<file path="config.mk">
export PLATFORM = sky130hd
export DESIGN_NAME = imm_gen_stage_flat
export DESIGN_NICKNAME = d
export VERILOG_FILES = /design/src/rtl/imm_gen_stage_if.sv /design/src/rtl/imm_gen_stage.sv /design/src/flat_wrapper.sv
export SDC_FILE = /design/constraint.sdc
export NUM_CORES = 1
export LEC_CHECK = 0
export ABC_CLOCK_PERIOD_IN_PS = 2700
export CAP_MARGIN = 20
export CELL_PAD_IN_SITES_DETAIL_PLACEMENT = 1
export CELL_PAD_IN_SITES_GLOBAL_PLACEMENT = 2
export CORE_MARGIN = 3
export CORE_UTILIZATION = 32
export CTS_CLUSTER_SIZE = 30
export DETAILED_ROUTE_END_ITERATION = 7
export PLACE_DENSITY = 0.82
export SYNTH_ARGS = -nofsm -noshare
export SYNTH_HDL_FRONTEND = slang
export SYNTH_SLANG_ARGS = --single-unit
</file>
<file path="constraint.sdc">
create_clock -name clk -period 2.7 [get_ports clk]
set_input_delay 0.405 -clock clk [delete_from_list [all_inputs] [get_ports clk]]
set_output_delay 0.405 -clock clk [all_outputs]
set_load 0.02 [all_outputs]
</file>
<file path="src/rtl/imm_gen_stage_if.sv">
// rtl/imm_gen_stage_if.sv - handshake bundle between fetch, the immediate stage and register read
interface imm_gen_stage_if #(
    parameter int XLEN  = 64,
    parameter int TAG_W = 5
) ();
    logic              in_valid;
    logic              in_ready;
    logic [31:0]       in_inst;
    logic [TAG_W-1:0]  in_tag;
    logic              out_valid;
    logic              out_ready;
    logic [XLEN-1:0]   out_imm;
    logic [2:0]        out_fmt;
    logic              out_unknown;
    logic [TAG_W-1:0]  out_tag;

    // Environment side: drives instructions in and accepts immediates out.
    modport master (
        output in_valid, in_inst, in_tag, out_ready,
        input  in_ready, out_valid, out_imm, out_fmt, out_unknown, out_tag
    );

    // Stage side.
    modport slave (
        input  in_valid, in_inst, in_tag, out_ready,
        output in_ready, out_valid, out_imm, out_fmt, out_unknown, out_tag
    );
endinterface

</file>
<file path="src/rtl/imm_gen_stage.sv">
// rtl/imm_gen_stage.sv - RV32I/RV64I immediate decode feeding a DEPTH-entry output FIFO (optional IMM_GEN_ZICSR_EN)
module imm_gen_stage #(
    parameter int XLEN  = 64,
    parameter int TAG_W = 5,
    parameter int DEPTH = 2
) (
    input  logic clk,
    input  logic reset,
    input  logic flush,
    imm_gen_stage_if.slave bus
);
    localparam int PTR_W = $clog2(DEPTH);
    localparam logic [PTR_W:0] FULL_CNT = (PTR_W+1)'(DEPTH);

    localparam logic [2:0] FMT_NONE  = 3'd0;
    localparam logic [2:0] FMT_I     = 3'd1;
    localparam logic [2:0] FMT_S     = 3'd2;
    localparam logic [2:0] FMT_B     = 3'd3;
    localparam logic [2:0] FMT_U     = 3'd4;
    localparam logic [2:0] FMT_J     = 3'd5;
    localparam logic [2:0] FMT_SHAMT = 3'd6;
`ifdef IMM_GEN_ZICSR_EN
    localparam logic [2:0] FMT_Z     = 3'd7;
`endif

    localparam logic [6:0] OPC_LOAD     = 7'b0000011;
    localparam logic [6:0] OPC_JALR     = 7'b1100111;
    localparam logic [6:0] OPC_OP_IMM   = 7'b0010011;
    localparam logic [6:0] OPC_OP_IMM32 = 7'b0011011;
    localparam logic [6:0] OPC_STORE    = 7'b0100011;
    localparam logic [6:0] OPC_BRANCH   = 7'b1100011;
    localparam logic [6:0] OPC_JAL      = 7'b1101111;
    localparam logic [6:0] OPC_LUI      = 7'b0110111;
    localparam logic [6:0] OPC_AUIPC    = 7'b0010111;
    localparam logic [6:0] OPC_OP       = 7'b0110011;
    localparam logic [6:0] OPC_OP32     = 7'b0111011;
    localparam logic [6:0] OPC_FENCE    = 7'b0001111;
    localparam logic [6:0] OPC_SYSTEM   = 7'b1110011;

    logic [31:0]      inst;
    logic [6:0]       opcode;
    logic [2:0]       funct3;
    logic             is_shift;

    logic [XLEN-1:0]  dec_imm;
    logic [2:0]       dec_fmt;
    logic             dec_unknown;

    logic [XLEN-1:0]  imm_q [DEPTH];
    logic [2:0]       fmt_q [DEPTH];
    logic             unk_q [DEPTH];
    logic [TAG_W-1:0] tag_q [DEPTH];

    logic [PTR_W-1:0] rd_ptr_q, rd_ptr_d;
    logic [PTR_W-1:0] wr_ptr_q, wr_ptr_d;
    logic [PTR_W:0]   count_q, count_d;

    logic             in_ready_w;
    logic             out_valid_w;
    logic             push;
    logic             pop;

    assign inst     = bus.in_inst;
    assign opcode   = inst[6:0];
    assign funct3   = inst[14:12];
    assign is_shift = (funct3 == 3'b001) || (funct3 == 3'b101);

    // Decode the incoming word; sign-extended formats fill with inst[31] then overlay the low field.
    always_comb begin
        dec_imm     = '0;
        dec_fmt     = FMT_NONE;
        dec_unknown = 1'b0;
        case (opcode)
            OPC_LOAD, OPC_JALR: begin
                dec_imm       = {XLEN{inst[31]}};
                dec_imm[11:0] = inst[31:20];
                dec_fmt       = FMT_I;
            end
            OPC_OP_IMM: begin
                if (is_shift) begin
                    // RV32 shifts only have a 5-bit shamt; inst[25] belongs to funct7 there.
                    dec_imm[5:0] = {(XLEN == 64) ? inst[25] : 1'b0, inst[24:20]};
                    dec_fmt      = FMT_SHAMT;
                end else begin
                    dec_imm       = {XLEN{inst[31]}};
                    dec_imm[11:0] = inst[31:20];
                    dec_fmt       = FMT_I;
                end
            end
            OPC_OP_IMM32: begin
                if (XLEN == 64) begin
                    if (is_shift) begin
                        dec_imm[4:0] = inst[24:20];
                        dec_fmt      = FMT_SHAMT;
                    end else begin
                        dec_imm       = {XLEN{inst[31]}};
                        dec_imm[11:0] = inst[31:20];
                        dec_fmt       = FMT_I;
                    end
                end else begin
                    dec_unknown = 1'b1;
                end
            end
            OPC_STORE: begin
                dec_imm       = {XLEN{inst[31]}};
                dec_imm[11:0] = {inst[31:25], inst[11:7]};
                dec_fmt       = FMT_S;
            end
            OPC_BRANCH: begin
                dec_imm       = {XLEN{inst[31]}};
                dec_imm[12:0] = {inst[31], inst[7], inst[30:25], inst[11:8], 1'b0};
                dec_fmt       = FMT_B;
            end
            OPC_JAL: begin
                dec_imm       = {XLEN{inst[31]}};
                dec_imm[20:0] = {inst[31], inst[19:12], inst[20], inst[30:21], 1'b0};
                dec_fmt       = FMT_J;
            end
            OPC_LUI, OPC_AUIPC: begin
                dec_imm       = {XLEN{inst[31]}};
                dec_imm[31:0] = {inst[31:12], 12'b0};
                dec_fmt       = FMT_U;
            end
            OPC_OP, OPC_OP32, OPC_FENCE: begin
                dec_fmt = FMT_NONE;
            end
            OPC_SYSTEM: begin
`ifdef IMM_GEN_ZICSR_EN
                // CSR*I forms carry a 5-bit unsigned immediate in the rs1 field.
                if (funct3[2]) begin
                    dec_imm[4:0] = inst[19:15];
                    dec_fmt      = FMT_Z;
                end
`else
                dec_fmt = FMT_NONE;
`endif
            end
            default: begin
                dec_unknown = 1'b1;
            end
        endcase
    end

    // Ready depends only on the registered count so out_ready never reaches in_ready.
    assign in_ready_w  = (count_q != FULL_CNT);
    assign out_valid_w = (count_q != '0);
    assign push        = bus.in_valid && in_ready_w;
    assign pop         = out_valid_w && bus.out_ready;

    // Next pointer/count state; flush discards everything including this cycle's push and pop.
    always_comb begin
        rd_ptr_d = rd_ptr_q;
        wr_ptr_d = wr_ptr_q;
        count_d  = count_q;
        if (push) begin
            wr_ptr_d = wr_ptr_q + PTR_W'(1);
        end
        if (pop) begin
            rd_ptr_d = rd_ptr_q + PTR_W'(1);
        end
        if (push && !pop) begin
            count_d = count_q + (PTR_W+1)'(1);
        end else if (pop && !push) begin
            count_d = count_q - (PTR_W+1)'(1);
        end
        if (flush) begin
            rd_ptr_d = '0;
            wr_ptr_d = '0;
            count_d  = '0;
        end
    end

    // Pointer and occupancy registers.
    always_ff @(posedge clk) begin
        if (reset) begin
            rd_ptr_q <= '0;
            wr_ptr_q <= '0;
            count_q  <= '0;
        end else begin
            rd_ptr_q <= rd_ptr_d;
            wr_ptr_q <= wr_ptr_d;
            count_q  <= count_d;
        end
    end

    // Buffer storage holds decoded results only; cleared on reset so idle outputs read zero.
    always_ff @(posedge clk) begin
        if (reset) begin
            for (int i = 0; i < DEPTH; i++) begin
                imm_q[i] <= '0;
                fmt_q[i] <= '0;
                unk_q[i] <= 1'b0;
                tag_q[i] <= '0;
            end
        end else if (push && !flush) begin
            imm_q[wr_ptr_q] <= dec_imm;
            fmt_q[wr_ptr_q] <= dec_fmt;
            unk_q[wr_ptr_q] <= dec_unknown;
            tag_q[wr_ptr_q] <= bus.in_tag;
        end
    end

    assign bus.in_ready    = in_ready_w;
    assign bus.out_valid   = out_valid_w;
    assign bus.out_imm     = imm_q[rd_ptr_q];
    assign bus.out_fmt     = fmt_q[rd_ptr_q];
    assign bus.out_unknown = unk_q[rd_ptr_q];
    assign bus.out_tag     = tag_q[rd_ptr_q];
endmodule

</file>
<file path="src/flat_wrapper.sv">
// flat-port wrapper written by rule: the top's interface ports become plain ports
module imm_gen_stage_flat 
#(
    parameter int XLEN  = 64,
    parameter int TAG_W = 5,
    parameter int DEPTH = 2
)
  (clk, reset, flush, bus_in_valid, bus_in_inst, bus_in_tag, bus_out_ready, bus_in_ready, bus_out_valid, bus_out_imm, bus_out_fmt, bus_out_unknown, bus_out_tag);
  imm_gen_stage_if #(.XLEN(XLEN), .TAG_W(TAG_W)) bus_i ();
  input  logic clk;
  input  logic reset;
  input  logic flush;
  input wire logic [$bits(bus_i.in_valid)-1:0] bus_in_valid;
  input wire logic [$bits(bus_i.in_inst)-1:0] bus_in_inst;
  input wire logic [$bits(bus_i.in_tag)-1:0] bus_in_tag;
  input wire logic [$bits(bus_i.out_ready)-1:0] bus_out_ready;
  output wire logic [$bits(bus_i.in_ready)-1:0] bus_in_ready;
  output wire logic [$bits(bus_i.out_valid)-1:0] bus_out_valid;
  output wire logic [$bits(bus_i.out_imm)-1:0] bus_out_imm;
  output wire logic [$bits(bus_i.out_fmt)-1:0] bus_out_fmt;
  output wire logic [$bits(bus_i.out_unknown)-1:0] bus_out_unknown;
  output wire logic [$bits(bus_i.out_tag)-1:0] bus_out_tag;
  assign bus_i.in_valid = bus_in_valid;
  assign bus_i.in_inst = bus_in_inst;
  assign bus_i.in_tag = bus_in_tag;
  assign bus_i.out_ready = bus_out_ready;
  assign bus_in_ready = bus_i.in_ready;
  assign bus_out_valid = bus_i.out_valid;
  assign bus_out_imm = bus_i.out_imm;
  assign bus_out_fmt = bus_i.out_fmt;
  assign bus_out_unknown = bus_i.out_unknown;
  assign bus_out_tag = bus_i.out_tag;
  imm_gen_stage #(.XLEN(XLEN), .TAG_W(TAG_W), .DEPTH(DEPTH)) u_core (.clk(clk), .reset(reset), .flush(flush), .bus(bus_i));
endmodule
</file>
==> impl_metrics.env, run 1 <==
export IMPL_finalSetupViolations=0
export IMPL_power_total_w=0.00323
export IMPL_cts_buffers=9
export IMPL_period_needed_ns=2.45
export IMPL_endpoint_kind="primary output"
export IMPL_drc=0
export IMPL_vias=3096
export IMPL_max_freq_mhz=409
export IMPL_cts_tree="yes"
export IMPL_syn_inst=365
export IMPL_syn_nets=408
export IMPL_worst_path_max_delay_cell="clkdlybuf4s50_1"
export IMPL_drt_pass1_iter_count=4
export IMPL_die_h_um=125
export IMPL_viasPerCell=4.90
export IMPL_synth_edf_count=82
export IMPL_final_common_cell="clkdlybuf4s50_1"
export IMPL_flow_area_growth_from_synthesis_pct=31.8
export IMPL_htreeDepth=3
export IMPL_clock_skew_ns=0.0107
export IMPL_cts_root_buf="clkbuf_16"
export IMPL_num_antenna_cells=0
export IMPL_drt_total_wl_um=11100
export IMPL_ios=117
export IMPL_grt_max_degree=42
export IMPL_critPathRequiredTime_ns=2.30
export IMPL_cts_hold_buf=0
export IMPL_final_fill_count=1433
export IMPL_die_x_um=125
export IMPL_cts_sinks=87
export IMPL_io_buffers=116
export IMPL_ys_seq_area_share_pct=56.9
export IMPL_ir_drop_mv=0.344
export IMPL_cts_resized=0
export IMPL_antenna_found_initial=0
export IMPL_timing_final_crit_share_pct=90.6
export IMPL_maxCapViolCount=0
export IMPL_avgSynthCellArea_um2=12.3
export IMPL_slowest_delay_ns=0.55
export IMPL_ys_types=48
export IMPL_grt_pass1_vias=3155
export IMPL_wl_per_cell_um=17.6
export IMPL_place_gp_congestion=0.773
export IMPL_finalWorstSetupSlack_ns=0.254
export IMPL_leakagePower_nw=2.03
export IMPL_clockBufferDepth=2
export IMPL_dpl_hpwl_um=7720
export IMPL_relSlewSlack_pct=54.5
export IMPL_path_max_fanout=18
export IMPL_globalRouteOverflowTotal=0
export IMPL_min_from="u_core.rd_ptr_q$_SDFFE_PP0P_"
export IMPL_path_clk_slew_ns=0.06
export IMPL_ant_nets=0
export IMPL_ys_warn_count=0
export IMPL_dieArea_mm2=0.0155
export IMPL_min_path_type="reg -> reg"
export IMPL_p_per_area_mw_per_mm2=545
export IMPL_rows=42
export IMPL_drive_above_1_share_pct=18.4
export IMPL_core_mm2=0.0135
export IMPL_initial_core_util_pct=33.3
export IMPL_synth_flop_cell="edfxtp_1"
export IMPL_crit_type="reg -> out"
export IMPL_r2r_end="u_core.imm_q[0][4]$_SDFFCE_PN0P_"
export IMPL_rsz0062_at_grt="no"
export IMPL_clock_latency_ns=0.33
export IMPL_netlist_area_mm2=0.00450
export IMPL_fin_tns_setup_ns=0
export IMPL_endpoint="bus_out_imm[0]"
export IMPL_maxSlewViolCount=0
export IMPL_async_flop_share_pct=0
export IMPL_cp_arrival_ns=2.04
export IMPL_r2r_slack_ns=0.72
export IMPL_synth_seq_cells=87
export IMPL_hold_ws_ns=0.568
export IMPL_hold_viol=0
export IMPL_worstSetupStartpointType="register"
export IMPL_post_cts_buffers=0
export IMPL_tightest_slew_ns=0.665
export IMPL_reg2reg_from="u_core.count_q[0]$_SDFFE_PP0P_"
export IMPL_drt_iter0_markers=234
export IMPL_grt_pass1_wl_um=17400
export IMPL_nets=495
export IMPL_worst_r2r_path_depth=6
export IMPL_crit_path_cell_trace="buf_4, mux2_2, clkdlybuf4s50_1"
export IMPL_grtUsageTotal_pct=14.2
export IMPL_pre_cts_ws_ns=0.0388
export IMPL_mostFrequentLayoutCells="clkdlybuf4s50_1, edfxtp_1, mux2_2, a21oi_1"
export IMPL_outcome="complete, no violations"
==> critical path: cells and delay by family, from the launching register on <==
family,cells,cell delay (ns)
buf+inv,2,0.87
flops,1,0.45
mux,1,0.39
==> synthesized netlist by cell type (7+ instances only) <==
cell / n / area share (%)
edfxtp_1: 82 / 55
a21oi_1: 41 / 4.6
mux2_2: 41 / 10
buf_4: 34 / 5.7
nand2_1: 24 / 2.0
nor2_1: 24 / 2.0
and2_1: 21 / 2.9
a22o_1: 8 / 1.6
clkbuf_1: 8 / 0.67
nor3_1: 7 / 0.78
==> report_power, final <==
part / total [W] / internal [W] / switching (W)
Clock: 0.00114 / 0.000619 / 0.000519
Combinational: 0.000542 / 0.000261 / 0.000281
Sequential: 0.00155 / 0.00153 / 0.0000183
==> flip-flops by register name (all words and copies together), names as in the netlist, named ones only <==
register and flops:
u_core.unk_q 2, u_core.fmt_q 6, u_core.tag_q 10, u_core.rd_ptr_q 1, u_core.wr_ptr_q 1, u_core.imm_q 64
u_core.count_q 2
==> final cells by class <==
| class | instances | area (um^2) | area share, % |
|---|---|---|---|
| flip-flops and latches | 87 | 2560 | 43.2 |
| multi-input cells | 219 | 1560 | 26.3 |
| repair buffers | 131 | 1310 | 22.1 |
| clock buffers | 10 | 229 | 3.86 |
| well taps | 176 | 220 | 3.71 |
| clock inverters | 5 | 33.8 | 0.570 |
| inverters | 4 | 15.0 | 0.253 |
==> metal layers <==
layer	up-vias	share of wire [%]	routed length (um)	track usage, %
li1	1469	-	-	-
met2	86	49	5440	24.1
met3	8	4.6	514	3.56
met1	1533	46	5070	18.0
met5	-	0	0	0
met4	0	1.0	113	3.74
==> worst min-delay path by stage <==
| stage | end | slack, ns | depth (start not counted) |
|---|---|---|---|
| 2_1_floorplan | u_core.count_q[1]$_SDFFE_PP0P_ | 0.48 | 1 |
| 3_3_place_gp | u_core.rd_ptr_q$_SDFFE_PP0P_ | 0.54 | 2 |
| 3_5_place_dp | register | 0.55 | 2 |
| 4_1_cts | register | 0.57 | 2 |
| 5_1_grt | register | 0.63 | 2 |
| 6_report | u_core.rd_ptr_q$_SDFFE_PP0P_ | 0.57 | 2 |
==> cells by family after synthesis <==
family	after synthesis	share of synthesized area, %
muxes	41	10.3
and+or+nand+nor	102	12.1
xor gates and xnor gates	6	1.17
buffers and inverters	59	8.53
adders and majority gates	1	0.278
DFF	87	56.9
AOI/OAI and AO/OA	69	10.7
==> per-stage QoR <==
step	instance area, um^2	utilization (%)	instances
floorplan	4500	-	365
CTS	5930	43.9	632
finish	5930	43.9	632
global placement	5670	42.0	617
detailed placement	5670	42.0	617
global route	5930	43.9	632
No activity file was read; power rests on OpenSTA's default activity.
==> run 2, diff against run 1 <==
--- a/config.mk
+++ b/config.mk
@@ -14,6 +14,7 @@
 export CTS_CLUSTER_SIZE = 30
 export DETAILED_ROUTE_END_ITERATION = 7
 export PLACE_DENSITY = 0.82
+export RECOVER_POWER = 100
 export SYNTH_ARGS = -nofsm -noshare
 export SYNTH_HDL_FRONTEND = slang
 export SYNTH_SLANG_ARGS = --single-unit
==> constraint.sdc (replaced) <==
create_clock -name clk -period 2.7 [get_ports clk]
set_input_delay 0.54 -clock clk [delete_from_list [all_inputs] [get_ports clk]]
set_output_delay 0.54 -clock clk [all_outputs]
set_load 0.02 [all_outputs]
==> impl_metrics.env, run 2 (synthesis gave the netlist of run 1 again) <==
export IMPL_initial_core_util_pct=33.3
export IMPL_grt_util_met1_pct=18.8
export IMPL_dpl_hpwl_um=8040
export IMPL_reg2reg_from="u_core.count_q[0]$_SDFFE_PP0P_"
export IMPL_cts_buffers=9
export IMPL_drc=0
export IMPL_wl_per_cell_um=17.8
export IMPL_ant_nets=0
export IMPL_max_freq_mhz=388
export IMPL_regMostFlops="u_core.imm_q"
export IMPL_grt_pass1_vias=3210
export IMPL_cts_root_buf="clkbuf_16"
export IMPL_drt_iter0_markers=151
export IMPL_drt_pass1_iter_count=4
export IMPL_die_x_um=125
export IMPL_finalSetupViolations=0
export IMPL_grtUsageTotal_pct=14.3
export IMPL_rows=42
export IMPL_grt_pass1_wl_um=17600
export IMPL_path_clk_slew_ns=0.06
export IMPL_hold_viol=0
export IMPL_num_antenna_cells=0
export IMPL_r2r_end="u_core.imm_q[1][15]$_SDFFCE_PN0P_"
export IMPL_endpoint_kind="primary output"
export IMPL_cp_arrival_ns=2.04
export IMPL_grt_use_met3_pct=3.22
export IMPL_worstSetupStartpointType="register"
export IMPL_place_gp_congestion=0.779
export IMPL_grt_busiest_layer="met2"
export IMPL_globalRouteOverflowTotal=0
export IMPL_maxSlewViolCount=0
export IMPL_ios=117
export IMPL_min_path_type="reg -> reg"
export IMPL_crit_type="reg -> out"
export IMPL_clockBufferDepth=2
export IMPL_timing_final_crit_share_pct=95.5
export IMPL_clock_skew_ns=0.00648
export IMPL_dieArea_mm2=0.0155
export IMPL_antenna_found_initial=0
export IMPL_period_needed_ns=2.58
export IMPL_hold_depth=2
export IMPL_cts_tree="yes"
export IMPL_path_max_fanout=14
export IMPL_tightest_slew_ns=0.737
export IMPL_drt_total_wl_um=11400
export IMPL_outcome="complete, no violations"
export IMPL_power_total_w=0.00332
export IMPL_core_mm2=0.0135
export IMPL_clock_latency_ns=0.34
export IMPL_rsz0062_at_grt="no"
export IMPL_relSlewSlack_pct=50.9
export IMPL_maxCapViolCount=0
export IMPL_finalWorstSetupSlack_ns=0.122
export IMPL_largest_registers="u_core.imm_q (64), u_core.tag_q (10), u_core.fmt_q (6)"
export IMPL_worst_r2r_path_depth=6
export IMPL_final_fill_count=1426
export IMPL_vias=3155
export IMPL_nets=501
export IMPL_cts_sinks=87
export IMPL_die_h_um=125
export IMPL_holdPathEnd="u_core.rd_ptr_q$_SDFFE_PP0P_"
export IMPL_leakagePower_nw=2.11
export IMPL_htreeDepth=3
export IMPL_viasPerCell=4.95
export IMPL_pre_cts_ws_ns=-0.0139
export IMPL_drive_above_1_share_pct=16.7
export IMPL_stdcell_area_mm2=0.00595
export IMPL_dpl_cell_area_mm2=0.00575
export IMPL_flow_area_growth_from_synthesis_pct=32.2
export IMPL_p_per_area_mw_per_mm2=557
export IMPL_grt_max_degree=34
export IMPL_largest_reg_flops=64
export IMPL_r2r_slack_ns=0.39
export IMPL_final_common_cell="edfxtp_1"
export IMPL_io_buffers=116
export IMPL_min_from="u_core.rd_ptr_q$_SDFFE_PP0P_"
export IMPL_mostFrequentLayoutCells="edfxtp_1, clkdlybuf4s50_1, a21oi_1, dlygate4sd3_1, mux2_2"
export IMPL_met2_usage_pct=23.5
export IMPL_critPathRequiredTime_ns=2.16
export IMPL_ir_drop_mv=0.295
==> run 2: worst max-delay path, stage by stage, from the launching register on <==
cell             delay [ns]
dfxtp_2                0.47
buf_4                  0.28
mux2_1                 0.39
clkdlybuf4s50_1        0.55
==> run 2: worst max path at each step <==
stage	slack (ns)	start	to
final	0.12	register	bus_out_imm[10]
after global routing	0.03	bus_in_inst[5]	u_core.imm_q[0][14]$_SDFFCE_PN0P_
after CTS	0.03	register	bus_out_imm[55]
after detailed placement	-0.01	bus_in_inst[2]	u_core.imm_q[1][15]$_SDFFCE_PN0P_
after global placement	0.07	bus_in_inst[5]	u_core.imm_q[1][6]$_SDFFCE_PN0P_
after floorplan	0.03	u_core.count_q[0]$_SDFFE_PP0P_	u_core.fmt_q[1][0]$_SDFFCE_PN0P_
==> run 2: cell type report <==
type	count	area [um^2]	area share [%]
clock inverter	6	68.8	1.16
inverter	4	15.0	0.252
multi-input combinational	219	1540	26.0
timing repair buffer	137	1310	22.1
clock buffer	9	225	3.79
tap	176	220	3.70
sequential	87	2560	43.1
==> run 2: metal layers <==
layer | wire [um] | up-vias | part of all wire, %
met1 | 4940 | 1550 | 44
met3 | 686 | 10 | 6.0
li1 | - | 1491 | -
met4 | 162 | 0 | 1.4
met2 | 5560 | 104 | 49
met5 | 0 | - | 0
==> run 2: through the flow <==
stage	util (%)	std cells	TNS, ns	hold WS, ns
3_3_place_gp	42.6	623	0	0.542
6_report	44.1	638	0	0.562
2_1_floorplan	-	365	0	0.520
5_1_grt	44.1	638	0	0.616
4_1_cts	44.8	638	0	0.579
3_5_place_dp	42.6	623	-0.0243	0.565
==> run 2: what timing repair did <==
action	CTS	global route
gates resized for setup	0	2
setup buffers	0	0
hold buffers	0	0
endpoints found under the setup margin	0	37
==> run 2: power breakdown <==
group	leakage [nW]	internal, W	total [W]	switching [W]
registers	0.896	0.00153	0.00155	0.0000197
clock network	0.142	0.000718	0.00124	0.000525
logic	1.07	0.000240	0.000518	0.000277
